**src/rtl/gpu_bus_writer.sv**
```systemverilog
// gpu_bus_writer: buffers CPU characters and writes each one as two nibble strobes (low then high) on the GPU bus.
// Latency: a push at edge N into an idle, empty writer drives the low nibble after N+1; CE falls after N+1+SETUP_CYCLES.
// Backpressure: WR_READY is FIFO not-full (held low during a clear); a WR_VALID while not ready is dropped.
// Optional feature macro GPU_BUS_WRITER_CLEAR_EN adds CLEAR input and FILL_CHAR for a full-framebuffer fill.
module gpu_bus_writer #(
`ifdef GPU_BUS_WRITER_CLEAR_EN
    parameter logic [7:0] FILL_CHAR = 8'h20,
`endif
    parameter int FIFO_DEPTH    = 8,
    parameter int SETUP_CYCLES  = 2,
    parameter int STROBE_CYCLES = 2,
    parameter int HOLD_CYCLES   = 1,
    parameter int FB_CELLS      = 8192
) (
    input  logic        CLK,
    input  logic        RST,
`ifdef GPU_BUS_WRITER_CLEAR_EN
    input  logic        CLEAR,
`endif
    input  logic [7:0]  WR_DATA,
    input  logic        WR_VALID,
    output logic        WR_READY,
    output logic [3:0]  DATA,
    output logic        CE,
    output logic        RW,
    output logic        BUSY,
    output logic [12:0] CURSOR
);

    localparam int AW = $clog2(FIFO_DEPTH);
    // Phase counter is wide enough for any practical bus timing (up to 255 cycles per phase).
    localparam int CW = 8;
    localparam logic [CW-1:0] SETUP_LD  = CW'(SETUP_CYCLES);
    localparam logic [CW-1:0] STROBE_LD = CW'(STROBE_CYCLES);
    localparam logic [CW-1:0] HOLD_LD   = CW'(HOLD_CYCLES);
    localparam logic [CW-1:0] CNT_ONE   = CW'(1);
    localparam logic [12:0]   CUR_LAST  = 13'(FB_CELLS - 1);

    typedef enum logic [1:0] {IDLE, SETUP, STROBE, HOLD} state_t;

    // Character FIFO; pointers carry an extra wrap bit to tell full from empty.
    logic [7:0]  mem [FIFO_DEPTH];
    logic [AW:0] wr_ptr, rd_ptr;
    logic        empty, full, push, pop;
    logic [7:0]  head;

    state_t      state, state_nxt;
    logic [CW-1:0] cnt, cnt_nxt;
    logic        ns, ns_nxt;
    logic [7:0]  char_q, char_nxt;
    logic [3:0]  data_q, data_nxt;
    logic        ce_q, ce_nxt;
    logic        rw_q, rw_nxt;
    logic [12:0] cursor_q, cursor_nxt;
    logic        load;
    logic [7:0]  load_char;

`ifdef GPU_BUS_WRITER_CLEAR_EN
    logic        clearing, clearing_nxt;
    logic [13:0] left, left_nxt;
    assign WR_READY = !full && !clearing;
`else
    assign WR_READY = !full;
`endif

    assign empty = (wr_ptr == rd_ptr);
    assign full  = (wr_ptr[AW] != rd_ptr[AW]) && (wr_ptr[AW-1:0] == rd_ptr[AW-1:0]);
    assign head  = mem[rd_ptr[AW-1:0]];
    assign push  = WR_VALID && WR_READY;

    assign DATA   = data_q;
    assign CE     = ce_q;
    assign RW     = rw_q;
    assign CURSOR = cursor_q;
    assign BUSY   = (state != IDLE) || !empty;

    // FIFO storage: written on an accepted push, contents need no reset.
    always_ff @(posedge CLK) begin
        if (push) begin
            mem[wr_ptr[AW-1:0]] <= WR_DATA;
        end
    end

    // FIFO pointers: push and pop may both occur on one edge.
    always_ff @(posedge CLK) begin
        if (!RST) begin
            wr_ptr <= '0;
            rd_ptr <= '0;
        end else begin
            if (push) wr_ptr <= wr_ptr + 1'b1;
            if (pop)  rd_ptr <= rd_ptr + 1'b1;
        end
    end

    // Next-state and registered-output decode; a new character load overrides the phase logic.
    always_comb begin
        state_nxt  = state;
        cnt_nxt    = cnt;
        ns_nxt     = ns;
        char_nxt   = char_q;
        data_nxt   = data_q;
        ce_nxt     = ce_q;
        rw_nxt     = rw_q;
        cursor_nxt = cursor_q;
        pop        = 1'b0;
        load       = 1'b0;
        load_char  = head;
`ifdef GPU_BUS_WRITER_CLEAR_EN
        clearing_nxt = clearing;
        left_nxt     = left;
`endif
        case (state)
            IDLE: begin
                ce_nxt = 1'b1;
`ifdef GPU_BUS_WRITER_CLEAR_EN
                if (CLEAR && empty) begin
                    clearing_nxt = 1'b1;
                    left_nxt     = 14'(FB_CELLS);
                    load         = 1'b1;
                    load_char    = FILL_CHAR;
                end else
`endif
                if (!empty) begin
                    pop  = 1'b1;
                    load = 1'b1;
                end else begin
                    rw_nxt = 1'b1;
                end
            end
            SETUP: begin
                if (cnt == CNT_ONE) begin
                    state_nxt = STROBE;
                    cnt_nxt   = STROBE_LD;
                    ce_nxt    = 1'b0;
                end else begin
                    cnt_nxt = cnt - CNT_ONE;
                end
            end
            STROBE: begin
                if (cnt == CNT_ONE) begin
                    state_nxt = HOLD;
                    cnt_nxt   = HOLD_LD;
                    ce_nxt    = 1'b1;
                end else begin
                    cnt_nxt = cnt - CNT_ONE;
                end
            end
            HOLD: begin
                if (cnt != CNT_ONE) begin
                    cnt_nxt = cnt - CNT_ONE;
                end else if (!ns) begin
                    ns_nxt    = 1'b1;
                    data_nxt  = char_q[7:4];
                    state_nxt = SETUP;
                    cnt_nxt   = SETUP_LD;
                end else begin
                    cursor_nxt = (cursor_q == CUR_LAST) ? 13'd0 : cursor_q + 13'd1;
`ifdef GPU_BUS_WRITER_CLEAR_EN
                    if (clearing && left != 14'd1) begin
                        left_nxt  = left - 14'd1;
                        load      = 1'b1;
                        load_char = FILL_CHAR;
                    end else begin
                        clearing_nxt = 1'b0;
                        left_nxt     = 14'd0;
`endif
                        if (!empty) begin
                            pop  = 1'b1;
                            load = 1'b1;
                        end else begin
                            state_nxt = IDLE;
                            rw_nxt    = 1'b1;
                        end
`ifdef GPU_BUS_WRITER_CLEAR_EN
                    end
`endif
                end
            end
            default: state_nxt = IDLE;
        endcase
        if (load) begin
            char_nxt  = load_char;
            ns_nxt    = 1'b0;
            data_nxt  = load_char[3:0];
            rw_nxt    = 1'b0;
            ce_nxt    = 1'b1;
            state_nxt = SETUP;
            cnt_nxt   = SETUP_LD;
        end
    end

    // State and output registers; reset aborts any transfer on the same edge.
    always_ff @(posedge CLK) begin
        if (!RST) begin
            state    <= IDLE;
            cnt      <= '0;
            ns       <= 1'b0;
            char_q   <= 8'd0;
            data_q   <= 4'd0;
            ce_q     <= 1'b1;
            rw_q     <= 1'b1;
            cursor_q <= 13'd0;
`ifdef GPU_BUS_WRITER_CLEAR_EN
            clearing <= 1'b0;
            left     <= 14'd0;
`endif
        end else begin
            state    <= state_nxt;
            cnt      <= cnt_nxt;
            ns       <= ns_nxt;
            char_q   <= char_nxt;
            data_q   <= data_nxt;
            ce_q     <= ce_nxt;
            rw_q     <= rw_nxt;
            cursor_q <= cursor_nxt;
`ifdef GPU_BUS_WRITER_CLEAR_EN
            clearing <= clearing_nxt;
            left     <= left_nxt;
`endif
        end
    end

endmodule

```
**config.mk**
```make
export PLATFORM = sky130hd
export DESIGN_NAME = gpu_bus_writer
export DESIGN_NICKNAME = d
export VERILOG_FILES = /design/src/rtl/gpu_bus_writer.sv
export SDC_FILE = /design/constraint.sdc
export NUM_CORES = 1
export LEC_CHECK = 0
export CORE_ASPECT_RATIO = 1.5
export CORE_MARGIN = 1.5
export CORE_UTILIZATION = 54
export DETAILED_ROUTE_END_ITERATION = 16
export PLACE_DENSITY_LB_ADDON = 0.08
export SLEW_MARGIN = 5
export SYNTH_ARGS = -nofsm -noshare
export SYNTH_HDL_FRONTEND = slang
export SYNTH_SLANG_ARGS = --single-unit
```
**constraint.sdc**
```tcl
create_clock -name CLK -period 2.5 [get_ports CLK]
set_input_delay 0.5 -clock CLK [delete_from_list [all_inputs] [get_ports CLK]]
set_output_delay 0.5 -clock CLK [all_outputs]
set_load 0.02 [all_outputs]
```
======== Word-level counts from Yosys, hierarchy flattened ========
Memory sizes are Yosys's and may differ from the RTL's. A register that Yosys moved wholly into a read port is not among the register bits.
Cells that the tools add are included.
storage, ports and cells
  register bits ........................... 46
  bits in latches ......................... 0
  RAM bits ................................ 64
  ROM bits ................................ 0
  input bits .............................. 11
  output and inout bits ................... 21
  memories kept ........................... 1
cells by class
  add/subtract/negate cells ............... 4
  $mul .................................... 0
  div/mod/pow operators ................... 0
  magnitude comparators ................... 0
  eq/ne operators ......................... 22
  shifts and indexed selects .............. 0
  mux-type cells .......................... 34
  bitwise gates (word level) .............. 2
  reduce and logical (&&, ||, !) cells .... 22
memory list
  name  depth  width  rd ports  clocked after Yosys merged registers in  wr ports  line  text
  mem   8      8      1         1                                        1         42    logic [7:0] mem [FIFO_DEPTH];
operators with widths
  kind                   number
  $mux 8                 4
  $pmux 8 s3             1
  $ne 3x3->1 const B     6
  $mux 4                 4
  $add 13x1->13 const B  1
  $eq 13x13->1 const B   1
  $mux 13                1
  $mux 1                 12
  $mux 2                 6
  $reduce_and 3->1       4
  $reduce_and 5->1       2
  $reduce_bool 3->1      3
  $add 4x1->4 const B    2
  $eq 8x1->1 const B     1
  $ne 2x2->1 const B     4
  $ne 4x4->1 const B     2
  $ne 8x1->1 const B     1
  $sub 8x1->8 const B    1
  $mux 3                 2
  $pmux 2 s3             1
  $reduce_and 2->1       3
  $eq 2x2->1 const B     2
  $eq 4x4->1             1
  $pmux 1 s2             2
  other kinds (13)       17

======== Logic depth before layout (Yosys ltp) ========
Gate-level depths: netlist (run 1).
  word-level depth ........................ 7
  mapped depth ............................ 7

======== Worst setup path before layout (run 1) ========
Ideal clock, no wire load.
  path type ............................... reg-to-reg
  start ................................... register wr_ptr[0]
  end ..................................... memory mem[0][0] (enable)
  library setup time ...................... 0.383 ns
  arrival time ............................ 1.949 ns
  required time ........................... 2.117 ns
  path slack .............................. 0.167 ns
  stages on the path, launching flop included .. 6
  path buffers ............................ 1
  period minus slack after synthesis ...... 2.333 ns
  path through ............................ dfxtp_1 -> clkbuf_1 -> xor2_1 -> o41ai_1 -> or2_2 -> nor3_1
between the ends
  word-level cells in the longest chain between the ends .. 6
ends and longest elaborated chain
  what                          line  text
  start: declaration            43    logic [AW:0] wr_ptr, rd_ptr;
  start signal: assignment      90    if (push) wr_ptr <= wr_ptr + 1'b1;
  $eq 3x3->1                    67    assign full = (wr_ptr[AW] != rd_ptr[AW]) && (wr_ptr[AW-1:0] == rd_ptr[AW-1:0]);
  $logic_and 1x1->1             67
  $logic_not 1->1               63    assign WR_READY = !full;
  $logic_and 1x1->1             69    assign push = WR_VALID && WR_READY;
  $mux 1                        79    if (push) begin
  $mux 1 (not written as such)  80    mem[wr_ptr[AW-1:0]] <= WR_DATA;
  end: declaration              42
Several ways; a longest one is shown, not always the timed one.

======== Final worst setup path (run 1) ========
  start ................................... register wr_ptr[1]
  end ..................................... output port WR_READY
between the ends
  word-level cells in the longest chain between the ends .. 3
ends and longest elaborated chain
  what               line  text
  $eq 3x3->1         67
  $logic_and 1x1->1  67
  $logic_not 1->1    63
  end: declaration   22    output logic WR_READY,
Every way passes these cells.

==> flow_summary.json, run 1 <==
{
  "status": "finished, final reports clean",
  "finalCriticalPeriod_ns": 2.35,
  "num_antenna_cells": 0,
  "grt_overflow": 0,
  "r2r_setup_slack_ns": 0.16,
  "crit_type": "register to primary output",
  "tightest_slew_ns": 0.841,
  "start_util_pct": 55.6,
  "critPathBufInv": 1,
  "hold_start": "state[1]",
  "cp_data_required_time_ns": 2.00,
  "grt_pass1_vias": 3004,
  "hold_depth": 2,
  "critPathLaunchType": "register",
  "vias_per_cell": 5.96,
  "clkTransAtPathRegs_ns": 0.08,
  "path_depth": 3,
  "ys_async_sr_fraction_pct": 0,
  "drc": 0,
  "hold_viol": 0,
  "htree_levels": 3,
  "drv_cap": 0,
  "maxSlewViolCount": 0,
  "final_common_cell": "edfxtp_1",
  "numCtsBuffers": 9,
  "hp-class": "register to register",
  "antenna_found_initial": 0,
  "power.density_mw_per_mm2": 1050,
  "dieArea_mm2": 0.00924,
  "finalCritPeriodShare_pct": 94.1,
  "multi_input_area_mm2": 0.00176,
  "worst-r2r-cell-count": 5,
  "critPathMaxStageDelay_ns": 0.59,
  "setup_violations": 0,
  "regArea_mm2": 0.00283,
  "cp_top_family": "buffers and inverters",
  "first_pass_iters": 4,
  "reg2reg_from": "cnt[0]",
  "syn2layout_area_growth_pct": 19.1,
  "routedWlPerCell_um": 18.1,
  "io_pins": 32,
  "setup_tns_ns": 0,
  "grt_pass1_wl_um": 14900,
  "ant_nets": 0,
  "maxSlewHeadroom_pct": 43.4,
  "slowest_stage": "clkdlybuf4s50_1",
  "layout-drive-gt1-share_pct": 17.2,
  "via_count": 3095,
  "die_x_um": 79.0,
  "arrival_ns": 1.85,
  "clockBufferDepth": 2,
  "syn-num-nets": 380,
  "clockRootBuffer": "clkbuf_16",
  "cts_tree": "yes",
  "path_max_fanout": 10,
  "globalRouteTotalUtil_pct": 21.7,
  "synth_enable_flop_cells": 64,
  "finClkSkew_ns": 0.00678,
  "n_fill_cell": 623,
  "rsz0062_at_grt": "no",
  "synth_warnings": 0,
  "drt_iter0_markers": 201,
  "ys.flop_type": "edfxtp_1",
  "final_cell_mix": "edfxtp_1 (64), dfxtp_1 (41), a21oi_1 (30), clkdlybuf4s50_1 (30), buf_4 (22)",
  "dp_hpwl_um": 6570,
  "portBuffers": 31,
  "clock-sinks": 109,
  "path_cells": "xnor2_1 -> nand4_1 -> clkdlybuf4s50_1",
  "netlist_area_mm2": 0.00468,
  "dpl_worst_slack_ns": 0.144,
  "p_leak_nw": 1.90,
  "fp.dieH_um": 117,
  "gp_congestion": 0.906,
  "timing.final.ws_setup_ns": 0.147,
  "syn_avg_cell_area_um2": 13.0,
  "grt_max_degree": 23,
  "end_kind": "primary output",
  "num_rows": 41,
  "ir_drop_mv": 0.751,
  "startpoint": "wr_ptr[1]",
  "fmax_mhz": 425,
  "core_mm2": 0.00841,
  "synth_cell_types": 47,
  "routed_wl_um": 9400,
  "fin_util_pct": 66.3,
  "ys_seq_area_share_pct": 60.3,
  "ys_seq_elements": 109,
  "worstSkewPairLatency_ns": 0.36,
  "nets": 427,
  "synth_cells": 360
}
final cells by class:
| type | count | share of cell area, % |
|---|---|---|
| Timing Repair Buffer | 54 | 8.93 |
| Multi-Input combinational cell | 221 | 31.6 |
| Clock inverter | 7 | 1.50 |
| Sequential cell | 109 | 50.7 |
| Inverter | 12 | 0.808 |
| Tap cell | 107 | 2.40 |
| Clock buffer | 9 | 4.04 |
final timing paths:
check / to
worst min register to register: state[1]
worst max-delay path: WR_READY
worst max register to register: CURSOR[9]
worst min-delay path: state[1]
worst reg2reg max path, cell delays in order (launching register included):
cell	delay, ns
dfxtp_1	0.37
ha_1	0.17
or3b_2	0.50
or4_1	0.65
or4_1	0.45
a21oi_1	0.14
flip-flops by register name, summed over array words and instances (netlist names), 2 cells and up, named ones only:
signal / count
state: 2
char_q: 4
mem: 64
CURSOR: 13
rd_ptr: 4
wr_ptr: 4
cnt: 8
DATA: 4
per-layer routing:
layer	up-vias	share of wire [%]	GRT usage [%]
li1	1494	-	-
met1	1530	39	24.5
met2	58	56	40.1
met3	13	3.3	4.03
met4	0	1.8	9.24
met5	-	0	0
timing repair:
action                     in CTS  in global routing
setup endpoints to repair       1                  1
resized for setup               3                  4
hold buffers                    0                  0
setup buffers                   0                  0
report_power, final:
group          switching (mW)  total [mW]  internal, mW
Clock                   0.719        1.44         0.716
Combinational            1.15        2.10         0.959
Sequential              0.189        2.31          2.12
Total                    2.05        5.85          3.79
through the flow:
step                      hold slack [ns]  instances  area (um^2)  power [mW]
final                               0.514        519         5570        5.85
after floorplan                     0.460        360         4680        3.74
after global placement              0.478        503         5240        4.41
after global routing                0.535        519         5570        6.18
after CTS                           0.507        519         5560        5.88
after detailed placement            0.493        503         5240        4.45
kinds of logic (layout without fill, tap and decap cells):
logic type	Yosys count	count (layout)	share of synthesized area (%)
DFF	109	109	60.3
and+or+nand+nor	89	89	10.6
AOI/OAI and AO/OA	80	80	10.9
muxes	32	32	11.2
buffers and inverters	30	82	2.51
xor gates and xnor gates	11	11	2.06
adders and majority gates	9	9	2.41
cells in the mapped netlist, drive strengths merged (5+ instances only):
master	number	area (um^2)
ha	9	113
o31ai	9	72.6
mux2i	12	120
nand3	15	75.1
or3	17	106
o21ai	18	90.1
nor2	14	52.6
edfxtp	64	1920
nand4	5	31.3
or4	10	75.1
mux4	16	360
xnor2	6	52.6
nand2	10	37.5
dfxtp	45	901
a21oi	30	150
clkbuf	14	53.8
xor2	5	43.8
nor3	6	30.0
inv	11	41.3
Note: power is estimated with default switching activity, not from simulation.
==> run 2, diff against run 1 <==
- CORE_UTILIZATION: 54 -> 50
==> flow_summary.json, run 2 (synthesized netlist as in run 1, its figures left out) <==
{
  "slowest_stage": "clkdlybuf4s50_1",
  "cts_tree": "yes",
  "dieArea_mm2": 0.00996,
  "grt_max_degree": 22,
  "maxSlewViolCount": 0,
  "clock-sinks": 109,
  "dr.max_layer_used": "met4",
  "layout-drive-gt1-share_pct": 17.5,
  "syn2layout_area_growth_pct": 19.1,
  "n_fill_cell": 731,
  "tightest_slew_ns": 0.784,
  "numCtsBuffers": 9,
  "critPathBufInv": 1,
  "dr_wl_met2_um": 5310,
  "largest_reg_flops": 64,
  "power.density_mw_per_mm2": 1050,
  "htree_levels": 3,
  "worstSkewPairLatency_ns": 0.35,
  "gp_congestion": 0.860,
  "ir_drop_mv": 0.715,
  "hold_viol": 0,
  "maxSlewHeadroom_pct": 47.2,
  "io_pins": 32,
  "critPathMaxStageDelay_ns": 0.54,
  "grt_overflow": 0,
  "multi_input_area_mm2": 0.00175,
  "routed_wl_um": 9450,
  "clockBufferDepth": 2,
  "fmax_mhz": 422,
  "antenna_found_initial": 0,
  "setup_violations": 0,
  "final_common_cell": "edfxtp_1",
  "cp_data_required_time_ns": 2.00,
  "drt_iter0_markers": 133,
  "clkTransAtPathRegs_ns": 0.08,
  "postCtsHoldBufs": 0,
  "core_mm2": 0.00915,
  "start_util_pct": 51.2,
  "final_cell_mix": "edfxtp_1 (64), dfxtp_1 (42), clkdlybuf4s50_1 (31)",
  "crit_type": "register to primary output",
  "drc": 0,
  "end_kind": "primary output",
  "finalCriticalPeriod_ns": 2.37,
  "routedWlPerCell_um": 17.9,
  "wl_met1_um": 3670,
  "path_cells": "xor2_1 -> nor4_2 -> nand2_1 -> clkdlybuf4s50_1",
  "final_cells": 528,
  "finalCritPeriodShare_pct": 94.9,
  "status": "finished, final reports clean",
  "grt_pass1_vias": 3149,
  "nets": 431,
  "finClkSkew_ns": 0.00742,
  "first_pass_iters": 4,
  "num_antenna_cells": 0,
  "dp_hpwl_um": 6790,
  "grt_pass1_wl_um": 15700,
  "die_x_um": 82.0,
  "vias_per_cell": 5.92,
  "cp_top_family": "buffers and inverters",
  "ant_nets": 0,
  "path_max_fanout": 3,
  "num_rows": 43,
  "globalRouteTotalUtil_pct": 21.7,
  "critPathLaunchType": "register",
  "hp-class": "register to register",
  "p_leak_nw": 1.91,
  "via_count": 3126,
  "clockRootBuffer": "clkbuf_16",
  "fp.dieH_um": 121,
  "place_inst": 512,
  "drv_cap": 0,
  "arrival_ns": 1.87,
  "regArea_mm2": 0.00283,
  "met3WireLength_um": 271,
  "setup_tns_ns": 0,
  "portBuffers": 31,
  "rsz0062_at_grt": "no"
}
-- run 2: tightest hold or removal path, delay by kind of cell (launching register included) --
| family | cells | cell delay (ns) |
|---|---|---|
| flip-flops | 1 | 0.33 |
| AO/OA/AOI/OAI | 2 | 0.13 |
-- run 2: layout make-up --
cell class	instances	area share, %
multi-input combinational	221	31.4
tap	112	2.51
inverter	12	0.808
clock inverter	7	1.28
clock buffer	9	4.04
sequential	109	50.7
timing repair buffer	58	9.20
-- run 2: power breakdown --
group / switching, mW / internal, mW
Combinational: 1.15 / 0.985
Clock: 0.687 / 0.708
Sequential: 0.188 / 2.12
-- run 2: timing repair --
item,in CTS,in global routing
pin swaps,0,0
buffers inserted,0,0
resized for setup,1,3
endpoints found under the setup margin,1,2
-- run 2: metrics by stage --
stage          worst slack, ns  hold WS [ns]  instance area, um^2  util (%)  power [mW]
6_report                 0.129         0.501                 5570      60.9        5.83
5_1_grt                0.00383         0.530                 5570      60.9        6.17
4_1_cts                 0.0508         0.506                 5570      60.9        5.87
3_5_place_dp             0.146         0.487                 5270      57.6        4.46
3_3_place_gp             0.207         0.475                 5270      57.6        4.44
2_1_floorplan            0.167         0.460                 4680         -        3.74
-- run 2: path summary, 6_finish.rpt --
path | slack (ns) | cells past startpoint | from | to
worst max register to register | 0.15 | 6 | cnt[1] | CURSOR[11]
worst min register to register | 0.50 | 2 | cnt[7] | cnt[7]
worst min-delay path | 0.50 | 2 | cnt[7] | cnt[7]
worst max-delay path | 0.13 | 4 | wr_ptr[0] | BUSY
-- run 2: layer usage --
metal	vias to the layer above	GRT usage, %
met1	1541	24.0
met4	0	7.63
met3	15	4.36
met2	62	39.8
li1	1508	-
met5	-	0
==> run 3, diff against run 2 <==
- CORE_MARGIN: 1.5 -> not set
==> flow_summary.json, run 3 (synthesized netlist as in run 1, its figures left out) <==
{
  "wl_met1_um": 3700,
  "cts_tree": "yes",
  "status": "finished, final reports clean",
  "finish.instance_area_mm2": 0.00556,
  "post_cts_buffers": 0,
  "end_kind": "register",
  "final_common_cell": "edfxtp_1",
  "via_count": 3095,
  "cp_data_required_time_ns": 2.79,
  "routedWlPerCell_um": 17.7,
  "drc": 0,
  "clockBufferDepth": 2,
  "drt_iter0_markers": 150,
  "fmax_mhz": 427,
  "die_x_um": 81.0,
  "power.density_mw_per_mm2": 1050,
  "grt_overflow": 0,
  "finalCriticalPeriod_ns": 2.34,
  "numCtsBuffers": 9,
  "dr.max_layer_used": "met4",
  "grt_pass1_vias": 3152,
  "routed_wl_um": 9270,
  "met3WireLength_um": 220,
  "fp.dieH_um": 120,
  "rsz0062_at_grt": "no",
  "ant_nets": 0,
  "nets": 430,
  "core_mm2": 0.00893,
  "crit_type": "register to register",
  "vias_per_cell": 5.90,
  "finalCritPeriodShare_pct": 93.7,
  "maxSlewViolCount": 0,
  "dieArea_mm2": 0.00976,
  "htree_levels": 3,
  "clkTransAtPathRegs_ns": 0.08,
  "path_max_fanout": 10,
  "tightest_slew_ns": 0.812,
  "grt_max_degree": 24,
  "maxSlewHeadroom_pct": 45.3,
  "setup_violations": 0,
  "syn2layout_area_growth_pct": 18.9,
  "first_pass_iters": 4,
  "setup_tns_ns": 0,
  "dpl_worst_slack_ns": 0.157,
  "arrival_ns": 2.63,
  "antenna_found_initial": 0,
  "drv_cap": 0,
  "place_area_mm2": 0.00526,
  "largest_reg_flops": 64,
  "gp_congestion": 0.829,
  "clock-sinks": 109,
  "hp-class": "register to register",
  "dp_hpwl_um": 6630,
  "ir_drop_mv": 0.594,
  "globalRouteTotalUtil_pct": 21.0,
  "timing.final.ws_setup_ns": 0.157,
  "start_util_pct": 52.4,
  "layout-drive-gt1-share_pct": 16.9,
  "num_antenna_cells": 0,
  "final_cell_mix": "edfxtp_1 (64), dfxtp_1 (43), a21oi_1 (30), clkdlybuf4s50_1 (30), buf_4 (26)",
  "io_pins": 32,
  "finClkSkew_ns": 0.0101,
  "dr_wl_met2_um": 5160,
  "totalPowerFinal_mw": 5.83,
  "num_rows": 42,
  "n_fill_cell": 719,
  "p_leak_nw": 1.91,
  "grt_pass1_wl_um": 15100,
  "holdWs_ns": 0.498,
  "hold_viol": 0,
  "critPathLaunchType": "register",
  "worstSkewPairLatency_ns": 0.35,
  "clockRootBuffer": "clkbuf_16",
  "portBuffers": 31
}
run 3: changes by cell type in the layout (fill, tap and decap cells not counted):
| cell | previous run | this run |
|---|---|---|
| inv_6 | 4 | 2 |
| buf_4 | 27 | 26 |
| bufinv_16 | 0 | 1 |
| clkdlybuf4s50_1 | 31 | 30 |
| clkinv_2 | 0 | 1 |
| clkinv_8 | 1 | 0 |
| clkinvlp_4 | 0 | 1 |
| dfxtp_1 | 42 | 43 |
| dfxtp_2 | 3 | 2 |
| dlygate4sd2_1 | 0 | 1 |
| nor4_1 | 0 | 1 |
| nor4_2 | 2 | 1 |
run 3: stage by stage:
stage,utilization [%],instances
after CTS,62.3,525
after global routing,62.3,525
after floorplan,-,360
final,62.3,525
after detailed placement,58.9,509
after global placement,58.9,509
run 3: layout make-up:
| cell class | instances | area, um^2 | share of cell area (%) |
|---|---|---|---|
| tap | 110 | 138 | 2.47 |
| multi-input combinational | 221 | 1750 | 31.4 |
| sequential | 109 | 2830 | 50.8 |
| inverter | 12 | 45.0 | 0.810 |
| clock inverter | 7 | 80.1 | 1.44 |
| clock buffer | 9 | 225 | 4.05 |
| timing repair buffer | 57 | 504 | 9.06 |
run 3: repair_timing:
| action | in CTS | in global routing |
|---|---|---|
| endpoints found under the setup margin | 1 | 0 |
| hold buffers | 0 | 0 |
| resized for setup | 3 | 0 |
run 3: worst max-delay path: stages, from the launching register on:
cell,delay (ns)
dfxtp_1,0.32
inv_1,0.07
ha_1,0.14
or3b_2,0.50
or4_1,0.65
or4_1,0.45
a21oi_1,0.14
run 3: routing by layer:
metal	global-route usage (%)	vias up
met5	0	-
met4	10.6	0
met3	2.19	17
met2	38.9	51
met1	23.0	1524
li1	-	1503
run 3: final timing paths:
kind	depth (start not counted)	slack (ns)	end	from
max	6	0.16	CURSOR[9]	cnt[1]
min	2	0.50	cnt[7]	cnt[7]
max reg2reg	6	0.16	CURSOR[9]	cnt[1]
min reg2reg	2	0.50	cnt[7]	cnt[7]
run 3: where the power goes:
group / leakage, nW / internal [mW] / switching, mW
clock network: 0.148 / 0.791 / 0.653
logic: 0.809 / 0.950 / 1.14
registers: 0.949 / 2.12 / 0.178
total: 1.91 / 3.86 / 1.97
